## config.mk

```make
export PLATFORM = sky130hd
export DESIGN_NAME = inst_cache_flat
export DESIGN_NICKNAME = d
export VERILOG_FILES = /design/src/rtl/inst_cache_if.sv /design/src/rtl/inst_cache.sv /design/src/flat_wrapper.sv
export SDC_FILE = /design/constraint.sdc
export NUM_CORES = 1
export LEC_CHECK = 0
export CAP_MARGIN = 40
export CORE_AREA = 10 10 296 270
export CTS_BUF_LIST = sky130_fd_sc_hd__clkbuf_4
export CTS_CLUSTER_SIZE = 10
export DETAILED_ROUTE_END_ITERATION = 10
export DIE_AREA = 0 0 306 280
export PLACE_DENSITY = 0.85
export SLEW_MARGIN = 20
export SYNTH_ARGS = -nofsm -noshare
export SYNTH_HDL_FRONTEND = slang
export SYNTH_SLANG_ARGS = --single-unit
export TNS_END_PERCENT = 10
```

## constraint.sdc

```tcl
create_clock -name clk -period 4.6 [get_ports clk]
set_input_delay 0.92 -clock clk [delete_from_list [all_inputs] [get_ports clk]]
set_output_delay 0.92 -clock clk [all_outputs]
set_load 0.02 [all_outputs]
```

## src/rtl/inst_cache_if.sv

```systemverilog
// Fetch-side and refill-side signal bundle for the instruction cache.
// Latency: none (wires only).
// Backpressure: none here; the cache stalls the PC via hit and memory paces refill via memValid.
interface inst_cache_if #(
   parameter int ADDR_W = 16,
   parameter int DATA_W = 16
);
   logic [ADDR_W-1:0] instAddr;
   logic              flush;
   logic              hit;
   logic [DATA_W-1:0] inst;
   logic              memReq;
   logic [ADDR_W-1:0] memAddr;
   logic [DATA_W-1:0] memRdata;
   logic              memValid;

   // PC/memory environment drives lookups and refill beats
   modport master (
      output instAddr, flush, memRdata, memValid,
      input  hit, inst, memReq, memAddr
   );

   // cache answers lookups and requests refills
   modport slave (
      input  instAddr, flush, memRdata, memValid,
      output hit, inst, memReq, memAddr
   );
endinterface

```

## src/rtl/inst_cache.sv

```systemverilog
// Direct-mapped read-only instruction cache between the PC and instruction memory.
// Latency: hit is combinational from instAddr; a miss hits again 2**OFFSET_W beats + 2 cycles later.
// Backpressure: hit=0 stalls the PC; memValid=0 stretches a refill indefinitely; flush aborts it.
module inst_cache #(
   parameter int ADDR_W   = 16,
   parameter int DATA_W   = 16,
   parameter int INDEX_W  = 4,
   parameter int OFFSET_W = 2
) (
   input  logic          clk,
   input  logic          rst,
   inst_cache_if.slave   bus
);
   localparam int TAG_W = ADDR_W - INDEX_W - OFFSET_W;
   localparam int LINES = 2**INDEX_W;
   localparam int WORDS = 2**OFFSET_W;
   localparam logic [OFFSET_W-1:0] LAST_BEAT = OFFSET_W'(WORDS - 1);

   typedef enum logic [1:0] {IDLE, REFILL, FILLDONE} state_t;

   state_t state, next_state;

   // address split of the current fetch: {tag, index, offset}
   logic [TAG_W-1:0]    addr_tag;
   logic [INDEX_W-1:0]  addr_idx;
   logic [OFFSET_W-1:0] addr_off;

   // line state; tag and data arrays carry no reset, valid bits guard them
   logic [LINES-1:0]    valid;
   logic [TAG_W-1:0]    tag_mem  [LINES];
   logic [DATA_W-1:0]   data_mem [LINES*WORDS];

   // refill context captured on the miss edge
   logic [TAG_W-1:0]    lat_tag;
   logic [INDEX_W-1:0]  lat_idx;
   logic [OFFSET_W-1:0] beat;
   logic [ADDR_W-1:0]   mem_addr;

   logic lookup_hit;
   logic miss_start;
   logic beat_wr;
   logic commit;

   assign addr_off = bus.instAddr[OFFSET_W-1:0];
   assign addr_idx = bus.instAddr[OFFSET_W +: INDEX_W];
   assign addr_tag = bus.instAddr[ADDR_W-1 -: TAG_W];

   assign lookup_hit = (state == IDLE) && valid[addr_idx] &&
                       (tag_mem[addr_idx] == addr_tag) && !bus.flush;

   assign bus.hit     = lookup_hit;
   assign bus.inst    = data_mem[{addr_idx, addr_off}];
   assign bus.memReq  = (state == REFILL);
   assign bus.memAddr = mem_addr;

   // state register
   always_ff @(posedge clk or posedge rst) begin
      if (rst) state <= IDLE;
      else     state <= next_state;
   end

   // next-state and per-cycle control strobes; flush overrides everything
   always_comb begin
      next_state = state;
      miss_start = 1'b0;
      beat_wr    = 1'b0;
      commit     = 1'b0;
      case (state)
         IDLE: begin
            if (!bus.flush && !lookup_hit) begin
               next_state = REFILL;
               miss_start = 1'b1;
            end
         end
         REFILL: begin
            if (bus.memValid) begin
               beat_wr = 1'b1;
               if (beat == LAST_BEAT) next_state = FILLDONE;
            end
         end
         FILLDONE: begin
            commit     = 1'b1;
            next_state = IDLE;
         end
         default: next_state = IDLE;
      endcase
      if (bus.flush) begin
         next_state = IDLE;
         miss_start = 1'b0;
         beat_wr    = 1'b0;
         commit     = 1'b0;
      end
   end

   // valid bits, refill context, beat counter and refill base address
   always_ff @(posedge clk or posedge rst) begin
      if (rst) begin
         valid    <= '0;
         lat_tag  <= '0;
         lat_idx  <= '0;
         beat     <= '0;
         mem_addr <= '0;
      end else begin
         if (bus.flush) begin
            valid <= '0;
         end else begin
            // the victim line stays invalid for the whole refill
            if (miss_start) valid[addr_idx] <= 1'b0;
            if (commit)     valid[lat_idx]  <= 1'b1;
         end
         if (miss_start) begin
            lat_tag  <= addr_tag;
            lat_idx  <= addr_idx;
            beat     <= '0;
            mem_addr <= {addr_tag, addr_idx, {OFFSET_W{1'b0}}};
         end else if (beat_wr) begin
            beat <= beat + 1'b1;
         end
      end
   end

   // data beats and tag commit into the unreset arrays
   always_ff @(posedge clk) begin
      if (beat_wr) data_mem[{lat_idx, beat}] <= bus.memRdata;
      if (commit)  tag_mem[lat_idx]          <= lat_tag;
   end
endmodule
```

## src/flat_wrapper.sv

```systemverilog
// flat-port wrapper written by rule: the top's interface ports become plain ports
module inst_cache_flat 
#(
   parameter int ADDR_W   = 16,
   parameter int DATA_W   = 16,
   parameter int INDEX_W  = 4,
   parameter int OFFSET_W = 2
)
  (clk, rst, bus_instAddr, bus_flush, bus_memRdata, bus_memValid, bus_hit, bus_inst, bus_memReq, bus_memAddr);
  inst_cache_if #(.ADDR_W(ADDR_W), .DATA_W(DATA_W)) bus_i ();
  input  logic clk;
  input  logic rst;
  input wire logic [$bits(bus_i.instAddr)-1:0] bus_instAddr;
  input wire logic [$bits(bus_i.flush)-1:0] bus_flush;
  input wire logic [$bits(bus_i.memRdata)-1:0] bus_memRdata;
  input wire logic [$bits(bus_i.memValid)-1:0] bus_memValid;
  output wire logic [$bits(bus_i.hit)-1:0] bus_hit;
  output wire logic [$bits(bus_i.inst)-1:0] bus_inst;
  output wire logic [$bits(bus_i.memReq)-1:0] bus_memReq;
  output wire logic [$bits(bus_i.memAddr)-1:0] bus_memAddr;
  assign bus_i.instAddr = bus_instAddr;
  assign bus_i.flush = bus_flush;
  assign bus_i.memRdata = bus_memRdata;
  assign bus_i.memValid = bus_memValid;
  assign bus_hit = bus_i.hit;
  assign bus_inst = bus_i.inst;
  assign bus_memReq = bus_i.memReq;
  assign bus_memAddr = bus_i.memAddr;
  inst_cache #(.ADDR_W(ADDR_W), .DATA_W(DATA_W), .INDEX_W(INDEX_W), .OFFSET_W(OFFSET_W)) u_core (.clk(clk), .rst(rst), .bus(bus_i));
endmodule
```

# Word-level counts from Yosys, hierarchy flattened
# Memories as Yosys holds them, arrays and structs flattened.
# Index checks and enable logic that the tools add are counted.
# Widths: inputs -> output; s select.
[word_totals]
n_memories = 2
elab_cells = 63
input_bits = 36
rom_bits = 0
register_bits = 48
latch_bits = 0
output_inout_bits = 34
ram_bits = 1184
[op_classes]
mul = 0
magnitude_cmp = 4
eq_ne = 7
addsub = 1
n_reduce_logical = 11
mux = 29
div = 0
shifts = 0
bitwise_logic = 3
[mem_list]
columns = ["memory", "words", "width", "read_ports", "rd_clocked_by_memory_dff", "wr", "line_no", "text"]
rows = [
  ["u_core.data_mem", 64, 16, 1, 0, 1, "inst_cache.sv:31", "logic [DATA_W-1:0] data_mem [LINES*WORDS];"],
  ["u_core.tag_mem", 16, 10, 1, 0, 1, "inst_cache.sv:30", "logic [TAG_W-1:0] tag_mem [LINES];"],
]
[ops]
columns = ["op", "n"]
rows = [
  ["$mux 16", 4],
  ["$and 16x16->16", 1],
  ["$not 16->16", 1],
  ["$or 16x16->16", 1],
  ["$mux 1", 15],
  ["$mux 2", 6],
  ["$eq 10x10->1", 1],
  ["$lt 4x5->1 const B", 2],
  ["$demux 1 s4", 2],
  ["$ge 4x1->1 const B", 2],
  ["$logic_and 1x1->1", 6],
  ["$ne 3x3->1 const B", 2],
  ["$bmux 1 s4", 1],
  ["$eq 2x2->1 const B", 2],
  ["$pmux 2 s2", 1],
  ["$ne 3x2->1 const B", 1],
  ["$reduce_and 3->1", 1],
  ["$add 2x1->2 const B", 1],
  ["$eq 2x1->1 const B", 1],
  ["$logic_not 1->1", 2],
  ["$logic_not 2->1", 1],
  ["$reduce_bool 2->1", 1],
]

# Longest topological paths before layout
# Gate-level depths: netlist of the first run.
[logic_depth]
ltp_word = 15
ltp_mapped = 11
ltp_nobuf = 7

# Worst setup path after synthesis of the first run
# OpenSTA, ideal clock, no wires.
[synth_path]
path_type = "input -> output"
from = "input port bus_instAddr[0]"
to = "output port bus_inst[15]"
t_arrival_ps = 3341
required_time_ps = 3680
n_path_buf = 5
stages = 9
path_slack_ps = 339
path_cell_list = "clkbuf_1 > buf_2 > buf_2 > buf_2 > buf_2 > mux4_2 > mux2_2 > a31oi_1 > o221ai_1"
[synth_via]
elab_chain_len = 1
[synth_rtl]
columns = ["item", "line_no", "text"]
rows = [
  ["start, declared", "flat_wrapper.sv:13", "input wire logic [$bits(bus_i.instAddr)-1:0] bus_instAddr;"],
  ["$mem_v2 64x16", "n/a", ""],
  ["end, declared", "flat_wrapper.sv:18", "output wire logic [$bits(bus_i.inst)-1:0] bus_inst;"],
]
# Every way passes these cells.

# Worst setup path after layout of the first run
[layout_path]
from = "memory u_core.data_mem[55][11]"
to = "output port bus_inst[11]"
[layout_via]
elab_chain_len = 1
[layout_rtl]
columns = ["item", "line_no"]
rows = [
  ["start, declared", "inst_cache.sv:31"],
  ["$mem_v2 64x16", "n/a"],
]
# Every way passes these cells.

==> run metrics, run 1 <==
CP top delay family multiplexers; # setup viols final 0; cts bufs inserted 303; Max stage delay cell, worst path mux4_2; count of pins over their slew limit 0; GRT Residual Overflow 0; chip width just over 300 um; first-pass GRT wire length ~180000 um; die span in y 280 um; Die ar. about 0.086 mm2; Synth Area in Compound Gates 2.031%; slack of the critical path about 0.040 ns; Critical Path RT ~3.7 ns; GRT Resource Usage Total 28.90%; CTS root buf clkbuf_4; DRC 0; clk_lat worst skew between 1 and 1.5 ns; number of vias per cell around 7; Layout Area Growth over Synthesis 14.80%; Synth Area in Simple Gates under 10%; post-place setup slack -0.2604 ns; Hold WC Path Type input pin to register; share of cells above drive strength 1 around 38%; vias in the first global route between 20000 and 30000; syn_area_per_cell approximately 22 um2; CTS tree built; Yosys warning count 0; worst path cell trace mux4_2 > mux4_2 > a2111oi_1 > buf_2 > buf_4 > o311ai_1 > buf_2; max-cap viol count 0; M1 wire length 41480 um; clock skew 0.07961 ns; Design Power 22.25 mW; Via Count 26028; largest net degree at the start of global routing 65; clock sinks roughly 1200; # H-tree levels 5; IO buf count between 60 and 70; TritonRoute pass-1 iters 6; initial antenna violation count 3; Detail Route Antenna Nets 0; met3 WL ~16000 um; Worst Setup End Kind primary output; worst rel slew slack between 50% and 60%; Cell Area, Synth around 0.047 mm2; Core Box Area roughly 0.074 mm2; Final nets roughly 2700; DR top layer met4; Highest Clock Rate roughly 0.22 GHz; placement row count 95; Leakage 18.09 nW; Power Density between 400 and 500 mW/mm2; crit path time final 4.560 ns; GPL Wtd Cong slightly below 0.9; Buffers & Inverters on Critical Path 3; hold slack roughly 0.15 ns; worst-margin pin slew 0.6816 ns; Starting Density ~64%; synth unique cells 65; CP Launch Type register; Total Routed Length around 120000 um; num ports 70; ys async rst share under 10%; Critical Path AT about 3.6 ns; Syn Inst Count between 2000 and 2500; WS Path Type register to primary output; Reg clk slew, reported paths approximately 0.07 ns; VDD IR max slightly above 0.3 mV; Tcrit/Tclk final between 90 and 100%; post-synthesis register bit count about 1200; Post-synth EDFFs between 1000 and 1500; Starting DRT DRC Count 4319; synthesized-area fraction occupied by adder cells less than 1%; final hold vios 0; status finished, final reports clean; Synth Flop Type edfxtp_1; met2 routed wirelength approximately 59000 um; RSZ-0062 raised after global routing yes; CTS Buffer Depth 4; XOR/XNOR Fraction of Synth Area 0.2766%; Critical Path Max Stage Delay around 0.52 ns; CP max FO 1; WL/cell 32.42 um; setup tns final 0 ns; dpl hpwl approximately 75000 um; multiplexer area fraction after synthesis 17.37%; largest family of logic cells by synthesized area multiplexers; sequential area share after synthesis between 70% and 80%
-- where the power goes --
group | switching [mW] | internal (mW)
registers | 0.0968 | 12.3
clock network | 4.10 | 4.41
logic | 0.801 | 0.589
-- state kept, by name, summed over array words and instances, names as in the netlist --
name / count
u_core.state: 2
u_core.valid: 16
u_core.lat_tag: 9
u_core.bus.memAddr: 2
u_core.beat: 2
u_core.data_mem: 1024
u_core.lat_idx: 3
u_core.tag_mem: 160
-- worst register-to-register path: cells and delay by family, from the launching register on --
family                    cells  cell delay [ns]
muxes                         3             1.02
buffers and inverters         2             0.39
AOI/OAI and AO/OA             3             0.83
DFF                           1             0.37
xor gates and xnor gates      1             0.25
-- cell type report --
| cell class | instances | area, um2 |
|---|---|---|
| Timing Repair Buffer | 294 | 2811 |
| Fill cell | 3832 | 19290 |
| Tap cell | 970 | 1214 |
| Antenna cell | 6 | 15.01 |
| Inverter | 6 | 22.52 |
| Multi-Input combinational cell | 796 | 10510 |
| Clock buffer | 420 | 3153 |
| Sequential cell | 1218 | 36400 |
| Clock inverter | 75 | 391.6 |
-- per-layer routing --
layer  up-vias  global-route usage (%)
li1      10163                       -
met1     13074                   37.79
met2      2396                   44.98
met3       395                   8.446
met4         0                   13.55
met5         -                       0
-- placed cells by master, fill, tap and decap left out, types with 20 or more instances in the layout --
cell / synthesis / layout
buf_12: 0 / 38
clkinv_1: 0 / 62
dfrtp_1: 34 / 34
buf_4: 8 / 184
clkdlybuf4s50_1: 0 / 29
nand2_1: 44 / 43
mux4_2: 321 / 321
nor2_1: 114 / 114
nand3_1: 20 / 20
nor3_1: 22 / 22
a22oi_1: 29 / 29
buf_2: 37 / 20
mux2i_1: 67 / 64
edfxtp_1: 1184 / 1184
clkbuf_4: 0 / 420
-- cells in the mapped netlist (9+ instances only) --
cell type | number | area share, %
nand2_1 | 44 | 0.35
edfxtp_1 | 1184 | 75
mux4_2 | 321 | 15
nor2b_1 | 9 | 0.12
nor2_1 | 114 | 0.90
xnor2_1 | 9 | 0.17
mux2_2 | 13 | 0.31
buf_2 | 37 | 0.39
a211oi_2 | 16 | 0.42
a21oi_1 | 16 | 0.17
mux2i_1 | 67 | 1.4
nor3_1 | 22 | 0.23
mux2_4 | 10 | 0.32
dfrtp_1 | 34 | 1.8
clkbuf_1 | 51 | 0.40
buf_1 | 13 | 0.10
a22oi_1 | 29 | 0.46
nand3_1 | 20 | 0.21
-- worst paths after layout --
path | startpoint | to | slack (ns) | depth (start not counted)
setup reg to reg | u_core.tag_mem[6][4] | u_core.lat_tag[6] | 1.56 | 9
setup / recovery | u_core.data_mem[55][11] | bus_inst[11] | 0.04 | 7
min in group asynchronous | rst | u_core.lat_tag[4] | 0.19 | 3
max in group asynchronous | rst | u_core.valid[1] | 4.00 | 3
hold / removal | bus_memRdata[5] | u_core.data_mem[23][5] | 0.15 | 1
hold reg to reg | u_core.state[1] | u_core.state[1] | 0.60 | 1
-- through the flow --
stage	std cells	utilization [%]	cell area, um2
6_report	3785	73.86	54520
5_1_grt	3785	73.86	54520
4_1_cts	3777	73.77	54450
3_5_place_dp	3282	68.97	50910
3_3_place_gp	3270	68.64	50660
2_1_floorplan	2137	-	47500
-- kinds of logic after synthesis --
logic type | Yosys count
compound gates | 120
xor+xnor | 15
fa+ha+maj | 1
buf+inv | 123
flops | 1218
mux | 413
other cells | 1
simple gates | 245
-- timing repair --
item	CTS	global route
setup buffers	0	0
gates resized for setup	27	6
pin swaps	0	2
endpoints found under the setup margin	15	3
hold buffers	0	0
No activity file was read; power rests on OpenSTA's default activity.
==> run 2, diff against run 1 <==
--- a/config.mk
+++ b/config.mk
@@ -6,12 +6,12 @@
 export NUM_CORES = 1
 export LEC_CHECK = 0
 export CAP_MARGIN = 40
-export CORE_AREA = 10 10 296 270
+export CORE_AREA = 10 10 316 287
 export CTS_BUF_LIST = sky130_fd_sc_hd__clkbuf_4
 export CTS_CLUSTER_SIZE = 10
 export DETAILED_ROUTE_END_ITERATION = 10
-export DIE_AREA = 0 0 306 280
-export PLACE_DENSITY = 0.85
+export DIE_AREA = 0 0 326 297
+export PLACE_DENSITY = 0.76
 export SLEW_MARGIN = 20
 export SYNTH_ARGS = -nofsm -noshare
 export SYNTH_HDL_FRONTEND = slang
==> run 2 against run 1 <==
Compared with the run above:
- cell count rose by 4.8%
- maximum frequency is 0.90% higher
- register-to-register slack better by 0.05 ns
- first-iteration DRC count shrank 17%
- core utilization shrank 8.4 points
- wire length is 3.6% lower
- highest routed layer unchanged
- clock skew fell by 0.0047 ns
==> run metrics, run 2 (synthesis gave the netlist of run 1 again) <==
fill cell count 5387 (+41%); Die ar. 0.09682 mm2 (+13%); initial antenna violation count 2 (-1); Worst Setup End Kind primary output; commonest non-fill, non-tap cell in the layout edfxtp_1; first-pass GRT wire length 174400 um (-2.0%); CTS root buf clkbuf_4; GPL Wtd Cong 0.8713 (-2.3%); finished layout cell area 0.05497 mm2 (+0.82%); DP Cell Count 3471 (+5.8%); # H-tree levels 5 (unchanged); Hold WC Path Type input pin to register; RSZ-0062 raised after global routing yes; number of vias per cell 6.452 (-6.2%); Final nets 2682 (+0.98%); worst-margin pin slew 0.7812 ns (+0.09963 ns); dpl cell area 0.05137 mm2 (+0.90%); Power Density 405.8 mW/mm2 (-0.56%); # setup viols final 0 (unchanged); placement row count 101 (+6.3%); Total Routed Length 118300 um (-3.6%); worst rel slew slack 47.92% (-6.6 points); final hold vios 0 (unchanged); Highest Clock Rate 0.2213 GHz (+0.90%); clk_lat worst skew 1.19 ns (+0.04 ns); GRT Resource Usage Total 24.43% (-4.5 points); clock sinks 1218 (unchanged); VDD IR max 0.2883 mV (-4.8%); Starting DRT DRC Count 3603 (-17%); WS Path Type input pin to primary output; num ports 70 (unchanged); hold_buf cts 0 (unchanged); cts bufs inserted 305 (+0.66%); Critical Path AT 3.60 ns (-0.04 ns); clock skew 0.07493 ns (-0.004673 ns); Layout Area Growth over Synthesis 15.75%; share of cells above drive strength 1 38.57% (+0.98 points); dpl hpwl 73250 um (-2.5%); setup tns final 0 ns (unchanged); Critical Path RT 3.68 ns (about the same); CP max FO 26 (+25); die span in y 297 um (+6.1%); TritonRoute pass-1 iters 8 (+2); chip width 326 um (+6.5%); Leakage 18.24 nW (+0.79%); CTS Buffer Depth 4 (unchanged); slack of the critical path 0.08032 ns (+0.04065 ns); Non-Filler Instances 3965 (+4.8%); largest net degree at the start of global routing 65 (unchanged); most frequent cells in the layout 1184 x edfxtp_1, 421 x clkbuf_4, 321 x mux4_2; max-cap viol count 0 (unchanged); CP Launch Type input pin; count of pins over their slew limit 0 (unchanged); vias in the first global route 26136 (-1.5%); Starting Density 56.60% (-7.7 points); Core Box Area 0.08391 mm2 (+14%); top flop regs u_core.data_mem (1024), u_core.tag_mem (160), u_core.valid (16); Reg clk slew, reported paths 0.07 ns (about the same); Largest Register u_core.data_mem; hold slack 0.1549 ns (+0.001340 ns); post-place setup slack -0.1613 ns (+0.09911 ns); Largest register FFs 1024 (unchanged); Tcrit/Tclk final 98.25% (-0.88 points); WL/cell 29.85 um (-7.9%); Via Count 25583 (-1.7%); crit path time final 4.520 ns (-0.04065 ns); Detail Route Antenna Nets 0 (unchanged); GRT Residual Overflow 0 (unchanged); DRC 0 (unchanged); status finished, final reports clean; CTS tree built; IO buf count 67 (unchanged)
## run 2: report_power, final
part	internal, mW	total (mW)	switching, mW
registers	12.3	12.3	0.0911
clock network	4.48	8.56	4.08
logic	0.607	1.40	0.797
total	17.3	22.3	4.97
## run 2: cell type report
type | instances | area, um2 | share of cell area [%]
diodes | 6 | 15.01 | 0.02731
repair buffers | 318 | 3028 | 5.508
multi-input cells | 796 | 10530 | 19.15
well taps | 1133 | 1418 | 2.579
clock inverters | 67 | 396.6 | 0.7215
clock buffers | 421 | 3161 | 5.750
inverters | 6 | 22.52 | 0.04097
flip-flops and latches | 1218 | 36400 | 66.23
## run 2: per-layer routing
layer | global-route usage [%] | part of all wire [%]
met5 | 0 | 0
met4 | 8.970 | 2.8
met3 | 6.603 | 12
met2 | 36.80 | 47
met1 | 34.35 | 38
## run 2: worst max-delay path: stages
cell           delay (ns)
buf_8                0.18
buf_16               0.25
buf_6                0.20
mux4_2               0.52
mux2_2               0.35
a311oi_1             0.39
buf_4                0.18
nand3_1              0.17
dlygate4sd2_1        0.39
## run 2: final timing paths
| kind | startpoint | endpoint | slack (ns) | cells after the start |
|---|---|---|---|---|
| worst max-delay path | bus_instAddr[0] | bus_inst[14] | 0.08 | 9 |
| worst min-delay path | bus_memRdata[13] | u_core.data_mem[21][13] | 0.15 | 1 |
| worst max register to register | u_core.tag_mem[15][8] | u_core.lat_idx[1] | 1.61 | 9 |
| worst min register to register | u_core.state[1] | u_core.state[1] | 0.58 | 1 |
| max in group asynchronous | rst | u_core.lat_idx[1] | 3.97 | 3 |
| min in group asynchronous | rst | u_core.valid[9] | 0.22 | 3 |
## run 2: what timing repair did
action | in CTS | in global routing
setup buffers | 0 | 0
pin swaps | 1 | 1
setup endpoints to repair | 17 | 7
resized for setup | 29 | 4
hold endpoints to repair | 0 | 0
## run 2: through the flow
| step | power (mW) | util, % |
|---|---|---|
| after floorplan | 13.28 | - |
| after global placement | 13.91 | 60.84 |
| after detailed placement | 13.98 | 61.22 |
| after CTS | 22.44 | 65.49 |
| after global routing | 23.10 | 65.51 |
| final | 22.31 | 65.51 |
